$ cat config.mk
export PLATFORM = sky130hd
export DESIGN_NAME = neuron_mac
export DESIGN_NICKNAME = d
export VERILOG_FILES = /design/src/rtl/nn_pkg.sv /design/src/rtl/neuron_mac_mac_unit.sv /design/src/rtl/neuron_mac.sv
export SDC_FILE = /design/constraint.sdc
export NUM_CORES = 1
export LEC_CHECK = 0
export CORE_MARGIN = 2
export CORE_UTILIZATION = 50
export DETAILED_ROUTE_END_ITERATION = 10
export HOLD_SLACK_MARGIN = 0.1
export PLACE_DENSITY = 0.72
export SETUP_SLACK_MARGIN = 0.4
export SLEW_MARGIN = 15
export SYNTH_ARGS = -nofsm -noshare
export SYNTH_HDL_FRONTEND = slang
export SYNTH_SLANG_ARGS = --single-unit
$ cat constraint.sdc
create_clock -name clk -period 14.9 [get_ports clk]
set_clock_uncertainty 0.2 [all_clocks]
set_input_delay 2.98 -clock clk [delete_from_list [all_inputs] [get_ports clk]]
set_output_delay 2.98 -clock clk [all_outputs]
set_load 0.02 [all_outputs]
$ cat src/rtl/nn_pkg.sv
// Shared Q-format constants, FSM state type and result-conditioning helpers
// for the neuron multiply-accumulate engine.
package nn_pkg;

    localparam int DATA_WIDTH = 16;
    localparam int FRAC_BITS  = 8;

    typedef enum logic [2:0] {
        S_IDLE,
        S_FETCH,
        S_MAC,
        S_BFETCH,
        S_BIAS,
        S_OUT
    } neuron_state_t;

    // Clamp a wide signed value to the signed range of a dw-bit word.
    function automatic logic signed [63:0] sat_to_data(input logic signed [63:0] v,
                                                       input int unsigned        dw);
        logic signed [63:0] hi;
        logic signed [63:0] lo;
        hi = (64'sd1 <<< (dw - 1)) - 64'sd1;
        lo = -hi - 64'sd1;
        if (v > hi) begin
            return hi;
        end else if (v < lo) begin
            return lo;
        end
        return v;
    endfunction

    function automatic logic signed [63:0] relu(input logic signed [63:0] v);
        return (v < 0) ? 64'sd0 : v;
    endfunction

endpackage

$ cat src/rtl/neuron_mac_mac_unit.sv
// Signed multiply feeding a registered accumulator; also adds a bias word
// aligned to the product's fixed-point scale.
module mac_unit #(
    parameter int DATA_WIDTH = 16,
    parameter int FRAC_BITS  = 8,
    parameter int ACC_WIDTH  = 40
) (
    input  logic                         clk,
    input  logic                         rst,
    input  logic                         clear,
    input  logic                         mul_en,
    input  logic                         bias_en,
    input  logic signed [DATA_WIDTH-1:0] a,
    input  logic signed [DATA_WIDTH-1:0] b,
    output logic signed [ACC_WIDTH-1:0]  acc_next
);

    logic signed [2*DATA_WIDTH-1:0] prod;
    logic signed [ACC_WIDTH-1:0]    acc_q;
    logic signed [ACC_WIDTH-1:0]    acc_d;

    assign prod     = a * b;
    assign acc_next = acc_d;

    // NOTE: assign a default before any branch so no path leaves acc_d
    // unassigned; otherwise synthesis infers a latch.
    always_comb begin
        acc_d = acc_q;
        if (clear) begin
            acc_d = '0;
        end else if (mul_en) begin
            acc_d = acc_q + ACC_WIDTH'(prod);
        end else if (bias_en) begin
            acc_d = acc_q + (ACC_WIDTH'(b) <<< FRAC_BITS);
        end
    end

    // NOTE: sequential state uses non-blocking assignments so every flop
    // samples pre-edge values regardless of process ordering.
    always_ff @(posedge clk or negedge rst) begin
        if (!rst) begin
            acc_q <= '0;
        end else begin
            acc_q <= acc_d;
        end
    end

endmodule

$ cat src/rtl/neuron_mac.sv
// Single-neuron engine: fetches weights and bias from the weight ROM, MACs
// them against a streamed activation vector and emits one conditioned result.
module neuron_mac #(
    parameter int ADDR_WIDTH = 8,
    parameter int DATA_WIDTH = nn_pkg::DATA_WIDTH,
    parameter int FRAC_BITS  = nn_pkg::FRAC_BITS,
    parameter int N_INPUTS   = 8,
    parameter int ACC_WIDTH  = 40,
    parameter int BASE_ADDR  = 0,
    parameter int RELU       = 1
) (
    input  logic                  clk,
    input  logic                  rst,
    input  logic                  start,
    output logic                  busy,
    output logic [ADDR_WIDTH-1:0] w_addr,
    output logic                  w_r_en,
    input  logic [DATA_WIDTH-1:0] w_data,
    input  logic [DATA_WIDTH-1:0] x_data,
    input  logic                  x_valid,
    output logic                  x_ready,
    output logic [DATA_WIDTH-1:0] y_data,
    output logic                  y_valid,
    input  logic                  y_ready
);

    import nn_pkg::*;

    localparam int IDX_W = (N_INPUTS > 1) ? $clog2(N_INPUTS) : 1;

    neuron_state_t               state_q, state_d;
    logic [IDX_W-1:0]            idx_q, idx_d;
    logic [ADDR_WIDTH-1:0]       w_addr_q, w_addr_d;
    logic [DATA_WIDTH-1:0]       y_data_q, y_data_d;
    logic                        acc_clear, acc_mul_en, acc_bias_en;
    logic signed [ACC_WIDTH-1:0] acc_next;
    logic signed [63:0]          scaled, saturated, result;

    mac_unit #(
        .DATA_WIDTH(DATA_WIDTH),
        .FRAC_BITS (FRAC_BITS),
        .ACC_WIDTH (ACC_WIDTH)
    ) u_mac (
        .clk     (clk),
        .rst     (rst),
        .clear   (acc_clear),
        .mul_en  (acc_mul_en),
        .bias_en (acc_bias_en),
        .a       (signed'(x_data)),
        .b       (signed'(w_data)),
        .acc_next(acc_next)
    );

    // Result is taken from the accumulator value that includes the bias.
    assign scaled    = 64'(acc_next) >>> FRAC_BITS;
    assign saturated = sat_to_data(scaled, DATA_WIDTH);
    assign result    = (RELU != 0) ? relu(saturated) : saturated;

    always_comb begin
        state_d     = state_q;
        idx_d       = idx_q;
        w_addr_d    = w_addr_q;
        y_data_d    = y_data_q;
        acc_clear   = 1'b0;
        acc_mul_en  = 1'b0;
        acc_bias_en = 1'b0;
        case (state_q)
            S_IDLE: begin
                if (start) begin
                    acc_clear = 1'b1;
                    idx_d     = '0;
                    w_addr_d  = ADDR_WIDTH'(BASE_ADDR);
                    state_d   = S_FETCH;
                end
            end
            S_FETCH:  state_d = S_MAC;
            S_MAC: begin
                if (x_valid) begin
                    acc_mul_en = 1'b1;
                    if (idx_q == IDX_W'(N_INPUTS - 1)) begin
                        w_addr_d = ADDR_WIDTH'(BASE_ADDR + N_INPUTS);
                        state_d  = S_BFETCH;
                    end else begin
                        idx_d    = idx_q + 1'b1;
                        w_addr_d = ADDR_WIDTH'(BASE_ADDR + int'(idx_q) + 1);
                        state_d  = S_FETCH;
                    end
                end
            end
            S_BFETCH: state_d = S_BIAS;
            S_BIAS: begin
                acc_bias_en = 1'b1;
                y_data_d    = DATA_WIDTH'(result);
                state_d     = S_OUT;
            end
            S_OUT: begin
                if (y_ready) begin
                    state_d = S_IDLE;
                end
            end
            default:  state_d = S_IDLE;
        endcase
    end

    always_ff @(posedge clk or negedge rst) begin
        if (!rst) begin
            state_q  <= S_IDLE;
            idx_q    <= '0;
            w_addr_q <= '0;
            y_data_q <= '0;
        end else begin
            state_q  <= state_d;
            idx_q    <= idx_d;
            w_addr_q <= w_addr_d;
            y_data_q <= y_data_d;
        end
    end

    assign busy    = (state_q != S_IDLE);
    assign w_r_en  = (state_q == S_FETCH) || (state_q == S_BFETCH);
    assign x_ready = (state_q == S_MAC);
    assign y_valid = (state_q == S_OUT);
    assign w_addr  = w_addr_q;
    assign y_data  = y_data_q;

endmodule

==> Word-level counts from Yosys, hierarchy flattened <==
Cells that the tools add are included.
{ "word_totals": {"inputBits": 37, "register_bits": 70} }
{ "classes": {"mux": 27, "n_reduce_logical": 8, "eq_ne": 10, "multipliers": 1, "addsub": 4, "magnitude_cmp": 3} }
{ "ops": {"columns": ["operator", "count"], "rows": [
  ["$mux W64", 3],
  ["$mux W40", 3],
  ["$lt A64 B1 Y1 const B", 1],
  ["$add A40 B24 Y40", 1],
  ["$add A40 B32 Y40", 1],
  ["$gt A32 B16 Y1 const B", 1],
  ["$lt A32 B16 Y1 const B", 1],
  ["$mul A16 B16 Y32", 1],
  ["$mux W3", 6],
  ["$pmux W3 S6", 1],
  ["$mux W16", 1],
  ["$mux W8", 2],
  ["$pmux W8 S2", 1],
  ["$eq A3 B3 Y1 const B", 3],
  ["$mux W1", 7],
  ["$eq A3 B2 Y1 const B", 2],
  ["$ne A2 B2 Y1 const B", 3],
  ["$pmux W3 S2", 1],
  ["$reduce_and A3 Y1", 2],
  ["$reduce_bool A3 Y1", 2],
  ["$add A3 B1 Y4 const B", 1],
  ["$mux W4", 1],
  ["$reduce_and A4 Y1", 1],
  ["$add A3 B1 Y3 const B", 1],
  ["6 further kinds", 6]
]} }

==> Logic depth before layout (Yosys ltp) <==
Gate-level depths: netlist of run 1.
{ "logic_depth": {"depth_word": 11, "ltp_mapped": 29, "mapped_depth_nobuf": 27} }

==> Cells and area by module <==
From an unflattened synthesis of run 1, not the netlist that was laid out.
{ "unflattened": {"hier_cells": 1886, "hier_area_um2": 16998.8} }
{ "modules_own_cells": {"columns": ["mod", "seq_area_each_um2", "n_inst", "cells_each", "area_each_um2"], "rows": [
  ["mac_unit", 1001.0, 1, 1751, 15715.1],
  ["neuron_mac", 650.6, 1, 135, 1283.7]
]} }

==> Worst setup path after synthesis of run 1 <==
No wires, ideal clock.
{ "synth_path": {"path_type": "input port to flip-flop", "startpoint": "input port w_data[1]", "endpoint": "register y_data_q[0] (netlist: y_data[0])", "slack_ns": 4.639, "arrival_ns": 9.935, "n_path_buf": 2, "required_time_ns": 14.574, "stages": 26, "cell_sequence": "clkbuf_1 nand2_1 inv_1 fa_1 fa_1 inv_1 fa_1 fa_1 inv_1 fa_1 inv_1 fa_1 inv_1 ha_1 clkbuf_1 nand2_1 nor2_1 a211oi_1 o22a_1 nand4_1 a311oi_1 o22ai_1 or4_1 o41ai_2 a21boi_1 a221o_1"} }
{ "synth_between": {"elab_chain_cells": 10} }
{ "synth_rtl": {"columns": ["element", "line", "text"], "rows": [
  ["start, declared", "neuron_mac.sv:18", "input logic [DATA_WIDTH-1:0] w_data,"],
  ["$mul A16 B16 Y32 / $add A40 B24 Y40 (equally long branches)", "neuron_mac_mac_unit.sv:22, neuron_mac_mac_unit.sv:34", null],
  ["$add A40 B32 Y40 / $mux W40 (equally long branches)", "neuron_mac_mac_unit.sv:32, neuron_mac_mac_unit.sv:33", null],
  ["$mux W40 (*)", "neuron_mac_mac_unit.sv:31", "end else if (mul_en) begin"],
  ["$mux W40 (*)", "neuron_mac_mac_unit.sv:29", "if (clear) begin"],
  ["$lt A32 B16 Y1", "nn_pkg.sv:26", "end else if (v < lo) begin"],
  ["$mux W1", "nn_pkg.sv:26", null],
  ["$mux W1", "nn_pkg.sv:24", "if (v > hi) begin"],
  ["$mux W64 (*)", "nn_pkg.sv:29", "return v;"],
  ["$lt A64 B1 Y1", "nn_pkg.sv:33", "return (v < 0) ? 64'sd0 : v;"],
  ["$mux W16 (*)", "nn_pkg.sv:33", null],
  ["end signal, assigned", "neuron_mac.sv:115", "y_data_q <= y_data_d;"],
  ["end, declared", "neuron_mac.sv:34", "logic [DATA_WIDTH-1:0] y_data_q, y_data_d;"]
]} }
Mark *: on every way between the ends. The rest lies on a longest branch, timed or not. The select of a mux whose other input is x is not followed.
A chain may end at the register's enable or synchronous reset.

==> Worst setup path in the final report of run 1 <==
{ "layout_path": {"startpoint": "input port x_data[15]", "endpoint": "register y_data_q[12] (netlist: y_data[12])"} }
{ "layout_between": {"elab_chain_cells": 10} }
{ "layout_rtl": {"columns": ["element", "line", "text"], "rows": [
  ["start, declared", "neuron_mac.sv:19", "input logic [DATA_WIDTH-1:0] x_data,"],
  ["$mul A16 B16 Y32 (*)", "neuron_mac_mac_unit.sv:22", "assign prod = a * b;"],
  ["$add A40 B32 Y40 (*)", "neuron_mac_mac_unit.sv:32", "acc_d = acc_q + ACC_WIDTH'(prod);"],
  ["$mux W40 (*)", "neuron_mac_mac_unit.sv:31", null],
  ["$mux W40 (*)", "neuron_mac_mac_unit.sv:29", null],
  ["$lt A32 B16 Y1", "nn_pkg.sv:26", null],
  ["$mux W1", "nn_pkg.sv:26", null],
  ["$mux W1", "nn_pkg.sv:24", null],
  ["$mux W64 (*)", "nn_pkg.sv:29", null],
  ["$lt A64 B1 Y1", "nn_pkg.sv:33", null],
  ["$mux W16 (*)", "nn_pkg.sv:33", null]
]} }
Mark *: on every way between the ends. The rest lies on a longest branch, timed or not.

==> impl_metrics.json, run 1 <==
{
  "critPathSlowestCell": "fa_1",
  "max_freq_mhz": 85.6,
  "core_mm2": 0.0355,
  "instances_no_fill": 2525,
  "dr.pass1.iters": 5,
  "hold_path_class": "reg2reg",
  "syn_area_per_cell_um2": 8.71,
  "tns_ns": 0,
  "grt_usage_pct": 25.1,
  "multi_input_area_mm2": 0.0143,
  "relSlewSlack_pct": 33.9,
  "dp.cells": 2509,
  "vias": 14200,
  "gr-total-overflow": 0,
  "synth_top_cell_by_area": "fa_1",
  "fillCellCount": 3256,
  "synthFlopType": "dfrtp_1",
  "end_kind": "flip-flop",
  "critPathMostFrequentCell": "fa_1",
  "crit_type": "in2reg",
  "cp_max_fo": 16,
  "critPathLaunchType": "input pin",
  "antenna_found_initial": 0,
  "die_area_mm2": 0.0374,
  "cts-resized-gates": 0,
  "vias_per_cell": 5.62,
  "grt_pass1_vias": 15000,
  "syn2layout_area_growth_pct": 6.79,
  "drc": 0,
  "clockBufferDepth": 2,
  "wl_um": 45400,
  "ant_nets": 0,
  "start_util_pct": 50.6,
  "rsz0062_at_grt": "no",
  "top_level_ports": 65,
  "fp.dieH_um": 193,
  "async_reset_ff_share_pct": 100,
  "synth_common_cells": "inv_1 (436), fa_1 (331), nand2_1 (208), ha_1 (148), and2_1 (128)",
  "yosysTopAreaCellShare_pct": 36.9,
  "synth_enable_flop_cells": 0,
  "synth_warnings": 0,
  "hpwl_um": 37500,
  "hold_viol": 0,
  "cts_root_buffer": "clkbuf_16",
  "grt_max_degree": 67,
  "synth-seq-cells": 66,
  "status": "finished clean",
  "layout-drive-gt1-share_pct": 2.71,
  "fin_crit_sh_pct": 78.4,
  "slew_viol_final": 0,
  "clkTransAtPathRegs_ns": 0.06,
  "num_antenna_cells": 0,
  "synth_area_mm2": 0.0179,
  "arrival_ns": 11.71,
  "die_x_um": 193,
  "synth_area_leaders": "fa_1 (37%), ha_1 (10%), dfrtp_1 (9.2%), inv_1 (9.1%), and2_1 (4.5%)",
  "slowest_delay_ns": 0.80,
  "grt_pass1_wl_um": 76400,
  "port_buffers": 60,
  "syn_inst": 2061,
  "finalSetupViolCount": 0,
  "gp_congestion": 0.916,
  "wl_per_cell_um": 18.0,
  "ys_seq_area_share_pct": 9.21,
  "rows": 69,
  "clock_latency_ns": 0.34,
  "maxCapViolations": 0,
  "ys_types": 85,
  "numCtsBuffers": 9,
  "ctsHoldBuffers": 0,
  "worstPathRequired_ns": 14.92,
  "fin_crit_ns": 11.69,
  "worst_pin_slew_ns": 0.988,
  "clock-sinks": 66,
  "initialDrtViolationCount": 683,
  "cts_htree_levels": 3,
  "final_nets": 2575,
  "yosysMostFrequentCell": "inv_1",
  "regArea_mm2": 0.00165,
  "post_cts.repair.setup_buffers": 0,
  "cts_tree": "done"
}
## path summary, 6_finish.rpt
kind                                            from                        end  slack (ns)  depth (start not counted)
setup reg to reg           u_mac.acc_q[15]$_DFF_PN0_     y_data[12]$_DFFE_PN0P_        7.90                         21
setup / recovery                          x_data[15]     y_data[12]$_DFFE_PN0P_        3.21                         25
max in group asynchronous                        rst  u_mac.acc_q[11]$_DFF_PN0_       11.25                          2
min in group asynchronous                        rst     state_q[2]$_DFFE_PN0P_        2.65                          2
hold reg to reg                w_addr[2]$_DFFE_PN0P_      w_addr[2]$_DFFE_PN0P_        0.28                          2
hold / removal                 w_addr[2]$_DFFE_PN0P_      w_addr[2]$_DFFE_PN0P_        0.28                          2
## layer usage
metal  up-vias  GRT usage (%)  share of wire (%)
met4         0           7.07                3.0
met1      7175           34.0                 43
met5         -              0                  0
met3        82           3.10                4.8
li1       6527              -                  -
met2       411           42.7                 49
## sequential cells by signal (all words and copies together), names as in the netlist
| signal | flops |
|---|---|
| y_data | 16 |
| w_addr | 4 |
| u_mac.acc_q | 40 |
| idx_q | 3 |
| state_q | 3 |
## worst max-delay path: cells and delay by family
kind,cells,cell delay [ns]
buffers and inverters,6,1.39
AOI/OAI and AO/OA,7,2.21
adders and majority gates,7,4.00
and+or+nand+nor,5,1.13
## per-stage QoR
step	util (%)	hold WS (ns)	instance area, µm²	setup WS (ns)
after floorplan	-	0.256	18000	4.64
after global placement	53.1	0.255	18900	3.16
after detailed placement	53.1	0.267	18900	2.99
after CTS	54.0	0.281	19200	3.32
after global routing	54.0	0.302	19200	2.76
final	54.0	0.279	19200	3.21
## cells by family (layout without fill, tap and decap cells)
logic type	Yosys count	after routing	synth area share, %
compound gates	341	341	13.1
xor+xnor	55	55	2.68
fa+ha+maj	479	479	47.3
buf+inv	524	524	11.2
flops	66	66	9.20
mux	14	14	0.795
other cells	1	4	0.0209
simple gates	581	581	15.8
## cell usage in the layout (no fill, tap or decap), types with 5 or more instances in the layout
master and count:
inv_1 436, fa_1 331, nand2_1 208, ha_1 148, and2_1 128, nor2_1 106, a21oi_1 95, dfrtp_1 66
clkdlybuf4s50_1 59, o21ai_0 51, xnor2_1 33, nor3_1 28, nand4_1 24, nand3_1 23, xor2_1 22, a21o_1 21
a22o_1 20, nand2b_1 17, o211ai_1 17, a211oi_1 15, o21a_1 15, o21ai_1 12, mux2i_1 12, buf_4 12
and3_1 10, o2111ai_1 10, clkbuf_16 9, nor2b_1 8, a31oi_1 8, o22ai_1 6, o21bai_1 5, a221o_1 5
o221ai_1 5
## area by class of cell
type,count,area share [%]
Sequential cell,66,8.62
Inverter,436,8.54
Timing Repair Buffer,72,3.58
Multi-Input combinational cell,1474,74.6
Tap cell,461,3.01
Clock buffer,9,1.18
Clock inverter,7,0.431
Power of run 1 is not shown: default switching activity piles up to over one toggle a cycle in this logic, so the estimate is an artifact.
==> run 2: changes to the inputs <==
==> constraint.sdc (replaced) <==
create_clock -name clk -period 11 [get_ports clk]
set_clock_uncertainty 0.2 [all_clocks]
set_input_delay 2.2 -clock clk [delete_from_list [all_inputs] [get_ports clk]]
set_output_delay 2.2 -clock clk [all_outputs]
set_load 0.02 [all_outputs]
==> impl_metrics.json, run 2 (synthesis results as in run 1) <==
{
  "clkTransAtPathRegs_ns": 0.06,
  "startpoint": "x_data[7]",
  "grt_pass1_wl_um": 78800,
  "highest_layer": "met4",
  "multi_input_area_mm2": 0.0143,
  "grt_pass1_vias": 15300,
  "cp_max_fo": 16,
  "finalSetupViolCount": 0,
  "vias_per_cell": 5.61,
  "tns_ns": 0,
  "ant_nets": 0,
  "die_x_um": 193,
  "antenna_found_initial": 0,
  "fin_crit_ns": 10.27,
  "core_mm2": 0.0355,
  "grt_max_degree": 67,
  "relSlewSlack_pct": 38.6,
  "layout-drive-gt1-share_pct": 3.79,
  "fin_ws_ns": 0.730,
  "r2r_start": "u_mac.acc_q[15]$_DFF_PN0_",
  "syn2layout_area_growth_pct": 7.73,
  "die_area_mm2": 0.0374,
  "clock-sinks": 66,
  "initialDrtViolationCount": 838,
  "wl_met3_um": 2350,
  "hold_path_class": "reg2reg",
  "vias": 14300,
  "crit_type": "in2reg",
  "dp.cells": 2529,
  "fin_crit_sh_pct": 93.4,
  "numCtsBuffers": 9,
  "hold_viol": 0,
  "critPathLaunchType": "input pin",
  "r2r_cells": 21,
  "arrival_ns": 10.28,
  "rsz0062_at_grt": "no",
  "ctsHoldBuffers": 0,
  "layout_common_cells": "inv_1 (436), fa_1 (331), nand2_1 (208)",
  "dr.pass1.iters": 5,
  "cts_tree": "done",
  "cts_root_buffer": "clkbuf_16",
  "max_freq_mhz": 97.4,
  "final_nets": 2595,
  "largest_reg_flops": 40,
  "regArea_mm2": 0.00165,
  "fillCellCount": 3205,
  "worst_pin_slew_ns": 0.921,
  "end_kind": "flip-flop",
  "holdCritStartpoint": "w_addr[2]$_DFFE_PN0P_",
  "instances_no_fill": 2545,
  "grt_usage_pct": 25.9,
  "top_level_ports": 65,
  "wl_um": 46600,
  "final_common_cell": "inv_1",
  "met1Wirelength_um": 19700,
  "place_ws_ns": 0.462,
  "rows": 69,
  "largest-register": "u_mac.acc_q",
  "cts_htree_levels": 3,
  "gr-total-overflow": 0,
  "fp.dieH_um": 193,
  "gp_congestion": 0.931,
  "start_util_pct": 50.6,
  "wl_per_cell_um": 18.3,
  "hold_path_depth": 2,
  "drc": 0,
  "dr_wl_met2_um": 23200,
  "slew_viol_final": 0,
  "worstPathRequired_ns": 11.01,
  "port_buffers": 60,
  "clockBufferDepth": 2,
  "maxCapViolations": 0,
  "status": "finished clean",
  "num_antenna_cells": 0,
  "hpwl_um": 39200,
  "clock_latency_ns": 0.34
}
## run 2: cell types whose count changed in the layout (fill, tap and decap cells not counted)
cell / before / now
nor2_2: 1 / 2
a211oi_1: 15 / 14
dlymetal6s2s_1: 0 / 2
buf_4: 12 / 32
a211oi_2: 4 / 5
a31oi_1: 8 / 7
nor2_1: 106 / 105
clkdlybuf4s50_1: 59 / 57
a31oi_2: 0 / 1
## run 2: critical path, stage by stage
cell and delay [ns]:
clkdlybuf4s50_1 0.94, nand2_1 0.20, fa_1 0.58, inv_1 0.06
fa_1 0.50, inv_1 0.06, fa_1 0.53, inv_1 0.05
fa_1 0.50, fa_1 0.54, inv_1 0.06, fa_1 0.48
inv_1 0.04, ha_1 0.45, nand4_1 0.25, nor2_1 0.25
nand4_2 0.15, nand4_1 0.26, a21boi_2 0.15, a311oi_1 0.34
o22ai_1 0.16, or4_1 0.58, o41ai_2 0.40, a21boi_1 0.24
a221o_1 0.31
## run 2: through the flow
step                hold slack, ns  utilization, %  area (µm²)
floorplan                    0.256               -       18000
global placement             0.254            53.5       19000
detailed placement           0.273            53.5       19000
CTS                          0.287            54.4       19300
global route                 0.302            54.5       19300
finish                       0.278            54.5       19300
## run 2: final cells by class
class,count,share of cell area (%)
inverters,436,8.47
well taps,461,2.98
multi-input cells,1474,74.1
clock buffers,9,1.17
clock inverters,7,0.427
flip-flops and latches,66,8.54
repair buffers,92,4.35
## run 2: final timing paths
check                                                 end  slack [ns]
worst max-delay path               y_data[12]$_DFFE_PN0P_        0.73
worst min-delay path                w_addr[2]$_DFFE_PN0P_        0.28
worst max register to register     y_data[12]$_DFFE_PN0P_        4.08
worst min register to register      w_addr[2]$_DFFE_PN0P_        0.28
max in group asynchronous       u_mac.acc_q[23]$_DFF_PN0_        8.11
min in group asynchronous          state_q[2]$_DFFE_PN0P_        1.86
## run 2: timing repair
action                                  4_1_cts  5_1_grt
buffers inserted                              0        0
endpoints found under the setup margin        0        4
resized for setup                             0        4
## run 2: routing by layer
metal  vias to the layer above  track usage, %
li1                       6575               -
met1                      7202            34.3
met2                       420            44.6
met3                        82            3.47
met4                         0            7.27
met5                         -               0
Power of run 2 is left out for the same reason.
==> run 3: changes to the inputs <==
--- a/config.mk
+++ b/config.mk
@@ -6,10 +6,12 @@
 export NUM_CORES = 1
 export LEC_CHECK = 0
 export CORE_MARGIN = 2
-export CORE_UTILIZATION = 50
+export CORE_UTILIZATION = 65
 export DETAILED_ROUTE_END_ITERATION = 10
+export GPL_TIMING_DRIVEN = 0
 export HOLD_SLACK_MARGIN = 0.1
-export PLACE_DENSITY = 0.72
+export MAX_ROUTING_LAYER = met4
+export PLACE_DENSITY = 0.89
 export SETUP_SLACK_MARGIN = 0.4
 export SLEW_MARGIN = 15
 export SYNTH_ARGS = -nofsm -noshare
==> impl_metrics.json, run 3 (synthesis results as in run 1) <==
{
  "top_level_ports": 65,
  "wl_um": 51400,
  "clkTransAtPathRegs_ns": 0.06,
  "cts_tree": "done",
  "finalSetupViolCount": 0,
  "hpwl_um": 42500,
  "worstPathRequired_ns": 11.02,
  "cts_htree_levels": 3,
  "clock-sinks": 66,
  "layout_common_cells": "inv_1 (434), fa_1 (328), nand2_1 (208)",
  "fin_util_pct": 71.8,
  "final_nets": 2653,
  "port_buffers": 60,
  "grt_pass1_wl_um": 83400,
  "worst_pin_slew_ns": 0.843,
  "crit_type": "in2reg",
  "ant_nets": 0,
  "drc": 0,
  "numCtsBuffers": 9,
  "arrival_ns": 10.44,
  "hold_path_class": "reg2reg",
  "syn2layout_area_growth_pct": 8.17,
  "initialDrtViolationCount": 1140,
  "relSlewSlack_pct": 43.7,
  "r2r_slack_ns": 3.86,
  "fin_crit_sh_pct": 94.7,
  "fillCellCount": 2028,
  "whs_ns": 0.266,
  "cts_root_buffer": "clkbuf_16",
  "layout-drive-gt1-share_pct": 4.90,
  "dr.pass1.iters": 7,
  "grt_usage_pct": 38.5,
  "r2r_cells": 22,
  "r2r_end": "y_data[13]$_DFFE_PN0P_",
  "rsz0062_at_grt": "no",
  "crit_path_end": "y_data[13]$_DFFE_PN0P_",
  "final_common_cell": "inv_1",
  "status": "finished clean",
  "largest-register": "u_mac.acc_q",
  "clock_latency_ns": 0.34,
  "grt_pass1_vias": 16100,
  "rows": 60,
  "core_mm2": 0.0270,
  "hold_viol": 0,
  "cp_max_fo": 10,
  "slew_viol_final": 0,
  "largest_reg_flops": 40,
  "max_freq_mhz": 96.0,
  "startpoint": "w_data[12]",
  "maxCapViolations": 0,
  "antenna_found_initial": 0,
  "gr-total-overflow": 0,
  "fin_crit_ns": 10.42,
  "gp_congestion": 0.978,
  "ctsHoldBuffers": 0,
  "wl_per_cell_um": 20.7,
  "r2r_start": "u_mac.acc_q[15]$_DFF_PN0_",
  "vias_per_cell": 6.15,
  "end_kind": "flip-flop",
  "critPathLaunchType": "input pin",
  "fp.dieH_um": 170,
  "clockBufferDepth": 2,
  "start_util_pct": 66.4,
  "die_x_um": 170,
  "vias": 15300,
  "grt_max_degree": 43,
  "die_area_mm2": 0.0289
}
==> run 3: worst min-delay path by stage <==
| stage | from | end | slack (ns) | cells past startpoint |
|---|---|---|---|---|
| 3_5_place_dp | w_addr[2]$_DFFE_PN0P_ | w_addr[2]$_DFFE_PN0P_ | 0.26 | 2 |
| 2_1_floorplan | u_mac.acc_q[5]$_DFFE_PN0P_ | u_mac.acc_q[5]$_DFFE_PN0P_ | 0.26 | 2 |
| 6_report | w_addr[2]$_DFFE_PN0P_ | w_addr[2]$_DFFE_PN0P_ | 0.27 | 2 |
| 4_1_cts | w_addr[2]$_DFFE_PN0P_ | w_addr[2]$_DFFE_PN0P_ | 0.27 | 2 |
| 3_3_place_gp | w_addr[2]$_DFFE_PN0P_ | w_addr[2]$_DFFE_PN0P_ | 0.25 | 2 |
| 5_1_grt | w_addr[2]$_DFFE_PN0P_ | w_addr[2]$_DFFE_PN0P_ | 0.30 | 2 |
==> run 3: routing by layer <==
layer / GRT usage, % / wire [µm] / vias up
li1: - / - / 6707
met1: 46.3 / 19200 / 7596
met2: 61.9 / 24700 / 761
met3: 7.14 / 4380 / 221
met4: 20.7 / 3110 / 0
met5: - / 0 / -
==> run 3: layout make-up <==
type                    count  area, µm²  area share [%]
well taps                 341        427            2.20
clock inverters             7       83.8           0.432
multi-input cells        1474      14300            73.8
inverters                 436       1640            8.47
repair buffers             62        633            3.26
plain buffers              88        413            2.13
clock buffers               9        225            1.16
diodes                      2       5.00          0.0258
flip-flops and latches     66       1650            8.51
==> run 3: through the flow <==
step                      setup TNS, ns  setup WS, ns  cells  area, µm²
after global routing                  0         0.409   2483      19400
after detailed placement          -7.61        -0.820   2466      19000
after CTS                             0         0.406   2482      19400
after floorplan                       0          1.52   2064      18000
after global placement            -5.82        -0.759   2465      19000
final                                 0         0.582   2485      19400
==> run 3: what timing repair did <==
item	in CTS	in global routing
pin swaps	0	2
setup buffers	0	1
setup endpoints to repair	15	15
gates resized for setup	25	73
==> run 3: critical path, cell delays in order <==
cell	delay, ns
clkdlybuf4s50_1	0.88
clkbuf_2	0.40
nand2_1	0.13
fa_1	0.51
inv_1	0.06
fa_1	0.56
fa_1	0.43
fa_1	0.49
fa_1	0.50
inv_1	0.05
fa_1	0.47
inv_1	0.04
ha_1	0.26
buf_2	0.18
nand4_1	0.18
nor2_1	0.27
o2111ai_1	0.25
nand4_1	0.30
a21boi_2	0.15
a311oi_2	0.35
o22ai_1	0.18
or4_1	0.62
o41ai_4	0.46
a21boi_1	0.20
a221o_1	0.30
Power of run 3 is left out for the same reason.
